--- src/rtl/fetch_controller.sv ---
// Instruction-fetch sequencer: owns the PC, waits out the memory read latency,
// captures the instruction word and presents it over a valid/ready handshake.
module fetch_controller #(
    parameter logic [63:0] RESET_PC = 64'h0,
    parameter int unsigned MEM_LAT  = 2,
    parameter logic [63:0] PC_STEP  = 64'd4
) (
    input  logic        CLK,
    input  logic        resetl,
    input  logic        start,
    input  logic        halt,
    input  logic        redirect,
    input  logic [63:0] redirect_pc,
    output logic [63:0] imem_addr,
    input  logic [31:0] imem_data,
    output logic [31:0] inst,
    output logic [63:0] inst_pc,
    output logic        inst_valid,
    input  logic        inst_ready,
    output logic        busy
);

    localparam int unsigned CNT_W = (MEM_LAT > 1) ? $clog2(MEM_LAT) : 1;
    localparam logic [CNT_W-1:0] CNT_INIT = CNT_W'(MEM_LAT - 1);

    typedef enum logic [1:0] {
        S_IDLE,
        S_WAIT,
        S_HOLD
    } state_t;

    state_t            state_q, state_d;
    logic [63:0]       pc_q, pc_d;
    logic [CNT_W-1:0]  cnt_q, cnt_d;
    logic [31:0]       inst_q, inst_d;
    logic [63:0]       inst_pc_q, inst_pc_d;
    logic              valid_q, valid_d;

    logic              hs;
    logic              capture;
    logic [CNT_W-1:0]  cnt_dec;
    logic [63:0]       redirect_tgt;

    always_comb begin
        state_d   = state_q;
        pc_d      = pc_q;
        cnt_d     = cnt_q;
        inst_d    = inst_q;
        inst_pc_d = inst_pc_q;
        valid_d   = valid_q;
        capture   = 1'b0;

        hs           = valid_q & inst_ready;
        cnt_dec      = (cnt_q != '0) ? cnt_q - CNT_W'(1) : '0;
        redirect_tgt = redirect_pc & ~64'h3;

        case (state_q)
            S_IDLE: begin
                // redirect and start may land on the same edge: fetch begins at the new PC
                if (redirect) begin
                    pc_d = redirect_tgt;
                end
                if (start) begin
                    state_d = S_WAIT;
                    cnt_d   = CNT_INIT;
                end
            end
            S_WAIT: begin
                if (redirect) begin
                    pc_d    = redirect_tgt;
                    valid_d = 1'b0;
                    cnt_d   = CNT_INIT;
                end else if (halt) begin
                    state_d = S_IDLE;
                end else if (cnt_q != '0) begin
                    cnt_d = cnt_dec;
                end else begin
                    capture = 1'b1;
                end
            end
            S_HOLD: begin
                // the next address is already on imem_addr, so cnt keeps running while held
                if (redirect) begin
                    pc_d    = redirect_tgt;
                    valid_d = 1'b0;
                    cnt_d   = CNT_INIT;
                    state_d = S_WAIT;
                end else if (halt) begin
                    if (hs) begin
                        valid_d = 1'b0;
                        state_d = S_IDLE;
                    end else begin
                        cnt_d = cnt_dec;
                    end
                end else if (hs) begin
                    if (cnt_q == '0) begin
                        capture = 1'b1;
                    end else begin
                        valid_d = 1'b0;
                        cnt_d   = cnt_dec;
                        state_d = S_WAIT;
                    end
                end else begin
                    cnt_d = cnt_dec;
                end
            end
            default: begin
                state_d = S_IDLE;
            end
        endcase

        if (capture) begin
            inst_d    = imem_data;
            inst_pc_d = pc_q;
            valid_d   = 1'b1;
            pc_d      = pc_q + PC_STEP;
            cnt_d     = CNT_INIT;
            state_d   = S_HOLD;
        end
    end

    always_ff @(posedge CLK or negedge resetl) begin
        if (!resetl) begin
            state_q   <= S_IDLE;
            pc_q      <= RESET_PC;
            cnt_q     <= '0;
            inst_q    <= '0;
            inst_pc_q <= '0;
            valid_q   <= 1'b0;
        end else begin
            state_q   <= state_d;
            pc_q      <= pc_d;
            cnt_q     <= cnt_d;
            inst_q    <= inst_d;
            inst_pc_q <= inst_pc_d;
            valid_q   <= valid_d;
        end
    end

    assign imem_addr  = pc_q;
    assign inst       = inst_q;
    assign inst_pc    = inst_pc_q;
    assign inst_valid = valid_q;
    assign busy       = (state_q != S_IDLE);

endmodule
--- config.mk ---
export PLATFORM = sky130hd
export DESIGN_NAME = fetch_controller
export DESIGN_NICKNAME = d
export VERILOG_FILES = /design/src/rtl/fetch_controller.sv
export SDC_FILE = /design/constraint.sdc
export NUM_CORES = 1
export LEC_CHECK = 0
export BUFFER_PORTS_ARGS = -buffer_cell sky130_fd_sc_hd__buf_2
export CORE_ASPECT_RATIO = 1.5
export CORE_MARGIN = 2
export CORE_UTILIZATION = 30
export DETAILED_ROUTE_END_ITERATION = 8
export MAX_ROUTING_LAYER = met4
export PLACE_DENSITY_LB_ADDON = 0.3
export SLEW_MARGIN = 20
export SYNTH_ARGS = -nofsm -noshare
export SYNTH_HDL_FRONTEND = slang
export SYNTH_SLANG_ARGS = --single-unit
--- constraint.sdc ---
create_clock -name CLK -period 2.5 [get_ports CLK]
set_clock_uncertainty 0.2 [all_clocks]
set_input_delay 0.125 -clock CLK [delete_from_list [all_inputs] [get_ports CLK]]
set_output_delay 0.125 -clock CLK [all_outputs]
set_load 0.01 [all_outputs]
==> reports/metrics.csv, run 1 <==
stage,metric,value,unit
synth,Mapped Cells,926,
clock_network,CTS tree,built,
critical_path,WP data required,2.63,ns
clock_network,clk slew on worst S/H paths,0.07,ns
place,hpwl dp,21800,um
die,core area,0.0264,sq mm
sta,fin crit period,2.39,ns
clock_network,Clock Sink Count,160,
sta,"Setup violations, final",0,
synth,fraction of registers with async set/reset,100,%
global_routing,total gr overflow,0,
synth,synthesized flop and latch total,160,
global_routing,vias in the first global route,8230,
final_layout,most frequent cells in the layout,"293 x nand2_1, 256 x buf_2, 159 x dfrtp_1, 97 x dlygate4sd3_1, 79 x buf_4",
synth,sequential cell area fraction in the yosys report,50.1,%
status,status,finished clean,
clock_network,htree depth,4,
synth,synth warn,0,
hold_path,Worst Hold Class,input pin to async pin,
place,IO buf count,257,
die,# IOs,264,
clock_network,CTS Buf Count,17,
route,DRT Wirelength,29900,um
sta,setup TNS,0,ns
synth,Post-synth EDFFs,0,
synth,top cell type's share of synthesized area,50.1,%
sta,WHS,0.00589,ns
clock_network,worst skew pair latency,0.43,ns
synth,Post-synth top flop,dfrtp_1,
final_layout,FF+latch area,0.00401,sq mm
global_routing,largest net degree at the start of global routing,58,
place,Post-Place Cells,1548,
synth,"top cells by area, synth","dfrtp_1 50%, nand2_1 14%, nor2_1 2.7%",
route,iteration-0 DRC count of the detailed router,542,
critical_path,maximum fanout along the worst path,9,
flow_run,# Max-Cap Violations,0,
place,RePlAce Congestion,0.901,
synth,syn_area_per_cell,8.63,sq um
final_layout,"most common cell after layout, fill and taps aside",nand2_1,
critical_path,critical path class,register to register,
sta,Max Clk Rate,419,MHz
final_layout,multi-input gate area in the final layout,0.00376,sq mm
pwr,Leak,0.00588,uW
synth,synthesized area,0.00799,sq mm
global_routing,met2 Use GR,36.9,%
sta,RSZ-0062 raised after global routing,no,
final_layout,share of cells above drive strength 1,30.3,%
route,routed length per instance,17.8,um
die,overall die width,137,um
die,row cnt,73,
route,DRC,0,
sta,crit share post-route,95.5,%
clock_network,CTS Root Cell,clkbuf_16,
global_routing,GRT Max-Usage Layer,met2,
global_routing,GR Util met1,24.3,%
final_layout,Post-Layout Cell Count,1685,
die,total die area,0.0280,sq mm
clock_network,maximum clock insertion buffer count,2,
final_layout,final-layout fill cell count,2683,
global_routing,met3 Resource Use GR,4.22,%
final_layout,# nets final,1441,
critical_path,crit start category,register,
global_routing,first-pass GRT wire length,45400,um
global_routing,initial antenna violation count,2,
critical_path,Crit. End Element,register,
final_layout,Area Overhead vs Synth,48.7,%
route,via count,8453,
die,DIE HEIGHT,204,um
pwr,power per cell area,902,mW/mm^2
global_routing,total track usage,21.8,%
sta,final number of hold-violating endpoints,0,
die,Starting Density,30.3,%
sta,fin. max-slew vios,0,
route,drt via density,5.02,
pwr,Pwr Total,10700,uW
synth,Synth area leader,dfrtp_1,
critical_path,worst endpoint data arrival time,2.51,ns
route,Final ANT Viol Nets,0,
critical_path,reg2reg setup slack,0.11,ns
pwr,maximum vdd drop,0.515,mV
route,drt pass-1 iters,5,
synth,Yosys cell types,59,
-- stage by stage --
step                util [%]  instance area [sq um]  setup WS [ns]
floorplan                  -                   8000          0.127
global placement        38.6                  10200        0.00832
detailed placement      38.6                  10200        -0.0135
CTS                     44.6                  11800         0.0136
global route            45.0                  11900        0.00586
finish                  45.0                  11900          0.112
-- state kept, by name (all words and copies together), names as in the netlist --
name	flops
inst_valid	1
cnt_q	1
state_q	2
imem_addr	62
inst	32
inst_pc	62
-- report_power, final --
group          switching [uW]  internal [uW]
Sequential                696           3510
Combinational            2150           1630
Clock                    1120           1600
Total                    3970           6750
-- Yosys cell counts (5+ instances only) --
library cell and instances:
a211oi_1 7, o22ai_1 21, a31oi_1 10, nand2_1 294, a21oi_1 42, dfrtp_1 160
clkbuf_1 30, and3_1 11, nand4_1 31, nand4_2 5, nor3_1 20, buf_2 24
and2_1 6, nor4_1 14, ha_1 6, o21ai_0 32, inv_1 14, mux2i_1 5
nor2_1 57, or3_1 10, o22a_1 9, a2bb2oi_1 11, nand3_1 31
-- final timing paths --
| kind | to | startpoint | cells after the start |
|---|---|---|---|
| min | inst[15]$_DFFE_PN0P_ | resetl | 2 |
| max in group asynchronous | imem_addr[7]$_DFFE_PN0P_ | resetl | 3 |
| max reg2reg | imem_addr[49]$_DFFE_PN0P_ | state_q[0]$_DFFE_PN0P_ | 7 |
| max | imem_addr[49]$_DFFE_PN0P_ | state_q[0]$_DFFE_PN0P_ | 7 |
| min in group CLK | inst_valid$_DFFE_PN0P_ | inst_ready | 5 |
| min reg2reg | inst[11]$_DFFE_PN0P_ | inst[11]$_DFFE_PN0P_ | 2 |
-- cell type report --
cell class,count,area share [%]
flip-flops and latches,160,33.7
clock inverters,12,1.34
multi-input cells,696,31.6
inverters,14,0.442
repair buffers,444,25.5
well taps,337,3.55
diodes,2,0.0421
clock buffers,20,3.76
-- cell families (layout without fill, tap and decap cells) --
kind of cell,Yosys count,in the layout,share of synthesized area (%)
flip-flops,160,160,50.1
multiplexers,5,5,0.626
buffers and inverters,74,490,4.06
AND/OR/NAND/NOR,506,507,29.7
AO/OA/AOI/OAI,174,174,14.5
adder cells (fa/ha/maj),6,6,0.940
other,1,6,0.0469
-- critical path, stage by stage, from the launching register on --
cell	delay [ns]
dfrtp_2	0.44
inv_1	0.13
ha_1	0.23
a31o_2	0.33
a21oi_4	0.11
buf_4	0.17
or4_1	0.48
and3_1	0.19
-- what timing repair did --
item,in CTS,in global routing
hold endpoints to repair,255,0
hold buffers,97,0
buffers inserted,2,3
gates cloned,0,1
pin swaps,0,1
setup endpoints to repair,39,101
resized for setup,3,12
-- per-layer routing --
metal	wire [um]	part of all wire, %	up-vias
met1	11500	39	3999
met5	0	0	-
met4	1440	4.8	0
met3	1700	5.7	71
met2	15300	51	294
li1	-	-	4089
Note: power is estimated with default switching activity, not from simulation.
==> run 2: changes to the inputs <==
--- a/config.mk
+++ b/config.mk
@@ -10,6 +10,7 @@
 export CORE_MARGIN = 2
 export CORE_UTILIZATION = 30
 export DETAILED_ROUTE_END_ITERATION = 8
+export HOLD_SLACK_MARGIN = 0.05
 export MAX_ROUTING_LAYER = met4
 export PLACE_DENSITY_LB_ADDON = 0.3
 export SLEW_MARGIN = 20
==> run 2 against run 1 <==
Compared with the run above:
- critical path depth stayed put
- non-clock buffer count is 1 higher
- wire length is 0.65% higher
- design area is 0.17% higher
- sequential power hardly changed
- sequential share of layout area is 0.057 points lower
- register-to-register slack hardly changed
- worst hold slack better by 0.080 ns
- cell count hardly changed
- via count is 0.31% lower
- critical endpoint unchanged
- largest cell class unchanged
==> reports/metrics.csv, run 2 (same netlist as run 1, synthesis figures left out) <==
stage,metric,value,unit
status,status,finished clean,
critical_path,maximum fanout along the worst path,9,
die,Starting Density,30.3,%
global_routing,initial antenna violation count,2,
global_routing,total track usage,21.9,%
critical_path,worst endpoint data arrival time,2.51,ns
sta,fin. max-slew vios,0,
die,row cnt,73,
critical_path,crit start category,register,
critical_path,Critical path origin,state_q[0]$_DFFE_PN0P_,
final_layout,share of cells above drive strength 1,30.4,%
route,drt pass-1 iters,5,
route,iteration-0 DRC count of the detailed router,448,
critical_path,Crit. End Element,register,
critical_path,critical path's slowest cell,or4_1,
global_routing,vias in the first global route,8237,
critical_path,reg2reg setup slack,0.11,ns
place,RePlAce Congestion,0.901,
final_layout,# nets final,1442,
critical_path,WP buf/inv,2,
sta,fin crit period,2.39,ns
pwr,maximum vdd drop,0.515,mV
final_layout,"most common cell after layout, fill and taps aside",nand2_1,
die,total die area,0.0280,sq mm
route,DRT Wirelength,30100,um
sta,crit share post-route,95.6,%
clock_network,clk slew on worst S/H paths,0.07,ns
global_routing,first-pass GRT wire length,45500,um
global_routing,largest net degree at the start of global routing,58,
critical_path,critical path class,register to register,
sta,Max Clk Rate,419,MHz
final_layout,Area Overhead vs Synth,49.0,%
place,hpwl dp,21800,um
final_layout,most frequent cells in the layout,"293 x nand2_1, 256 x buf_2, 159 x dfrtp_1, 97 x dlygate4sd3_1, 81 x buf_4",
die,core area,0.0264,sq mm
route,drt via density,5.00,
clock_network,maximum clock insertion buffer count,2,
flow_run,# Max-Cap Violations,0,
die,overall die width,137,um
final_layout,Final Util,45.1,%
critical_path,R2R depth,7,
clock_network,CTS Root Cell,clkbuf_16,
clock_network,CTS Buf Count,17,
sta,setup TNS,0,ns
route,Final ANT Viol Nets,0,
critical_path,reg2reg start,state_q[0]$_DFFE_PN0P_,
pwr,Leak,0.00589,uW
clock_network,worst skew pair latency,0.43,ns
die,# IOs,264,
route,DRC,0,
route,via count,8427,
critical_path,WP data required,2.63,ns
die,DIE HEIGHT,204,um
route,routed length per instance,17.9,um
clock_network,htree depth,4,
sta,"Setup violations, final",0,
sta,RSZ-0062 raised after global routing,no,
final_layout,Post-Layout Cell Count,1686,
critical_path,family with the most delay on the worst path,simple AND/OR/NAND/NOR gates,
hold_path,Worst Hold Class,input pin to async pin,
global_routing,total gr overflow,0,
place,IO buf count,257,
clock_network,CTS tree,built,
place,Post-Place Cells,1548,
clock_network,Clock Sink Count,160,
critical_path,"slowest stage delay, CP",0.48,ns
critical_path,ordered cell list for the critical path,inv_1 -> ha_1 -> a31o_2 -> a21oi_4 -> buf_4 -> or4_1 -> and3_1,
sta,final number of hold-violating endpoints,0,
pwr,power per cell area,901,mW/mm^2
critical_path,reg-to-reg endpoint,imem_addr[49]$_DFFE_PN0P_,
==> run 2: layout make-up <==
cell class	instances	area [sq um]
clock inverters	12	159
flip-flops and latches	160	4010
fillers	2677	14500
clock buffers	20	447
inverters	14	52.6
repair buffers	445	3050
diodes	2	5.00
multi-input cells	696	3760
well taps	337	422
==> run 2: what timing repair did <==
action                                  in CTS  in global routing
gates cloned                                 0                  1
setup buffers                                2                  3
pin swaps                                    0                  1
hold buffers                                98                  0
gates resized for setup                      3                 10
endpoints found under the setup margin      39                101
endpoints found under the hold margin      256                  0
==> run 2: metrics by stage <==
step | cell area [sq um] | hold slack [ns] | power, uW | setup slack (ns)
6_report | 11900 | 0.0858 | 10700 | 0.111
5_1_grt | 11900 | 0.105 | 11500 | 0.0168
4_1_cts | 11800 | 0.0665 | 10800 | 0.0136
3_5_place_dp | 10200 | -0.103 | 7880 | -0.0135
3_3_place_gp | 10200 | -0.106 | 7800 | 0.00832
2_1_floorplan | 8000 | -0.371 | 6010 | 0.127
==> run 2: per-layer routing <==
layer | wire, um | share of wire [%] | GRT usage [%] | vias up
met2 | 15500 | 52 | 37.2 | 273
li1 | - | - | - | 4096
met3 | 1500 | 5.0 | 4.14 | 66
met1 | 11800 | 39 | 24.5 | 3992
met4 | 1320 | 4.4 | 10.5 | 0
met5 | 0 | 0 | - | -
==> run 2: where the power goes <==
group	total [uW]	leakage, uW	internal, uW	switching, uW
Combinational	3790	0.00364	1640	2150
Clock	2730	0.000279	1600	1120
Sequential	4210	0.00198	3510	697
Total	10700	0.00589	6750	3970
==> run 2: worst max-delay path by stage <==
stage,to,slack [ns],depth (start not counted)
after global routing,imem_addr[37]$_DFFE_PN0P_,0.02,5
after CTS,imem_addr[14]$_DFFE_PN0P_,0.01,10
after detailed placement,inst[4]$_DFFE_PN0P_,-0.01,9
after floorplan,inst_pc[28]$_DFFE_PN0P_,0.13,9
final,imem_addr[49]$_DFFE_PN0P_,0.11,7
after global placement,imem_addr[4]$_DFFE_PN0P_,0.008,9
==> run 2: tightest hold or removal path, delay by kind of cell <==
kind     cells  cell delay [ns]
buf+inv      3             0.94
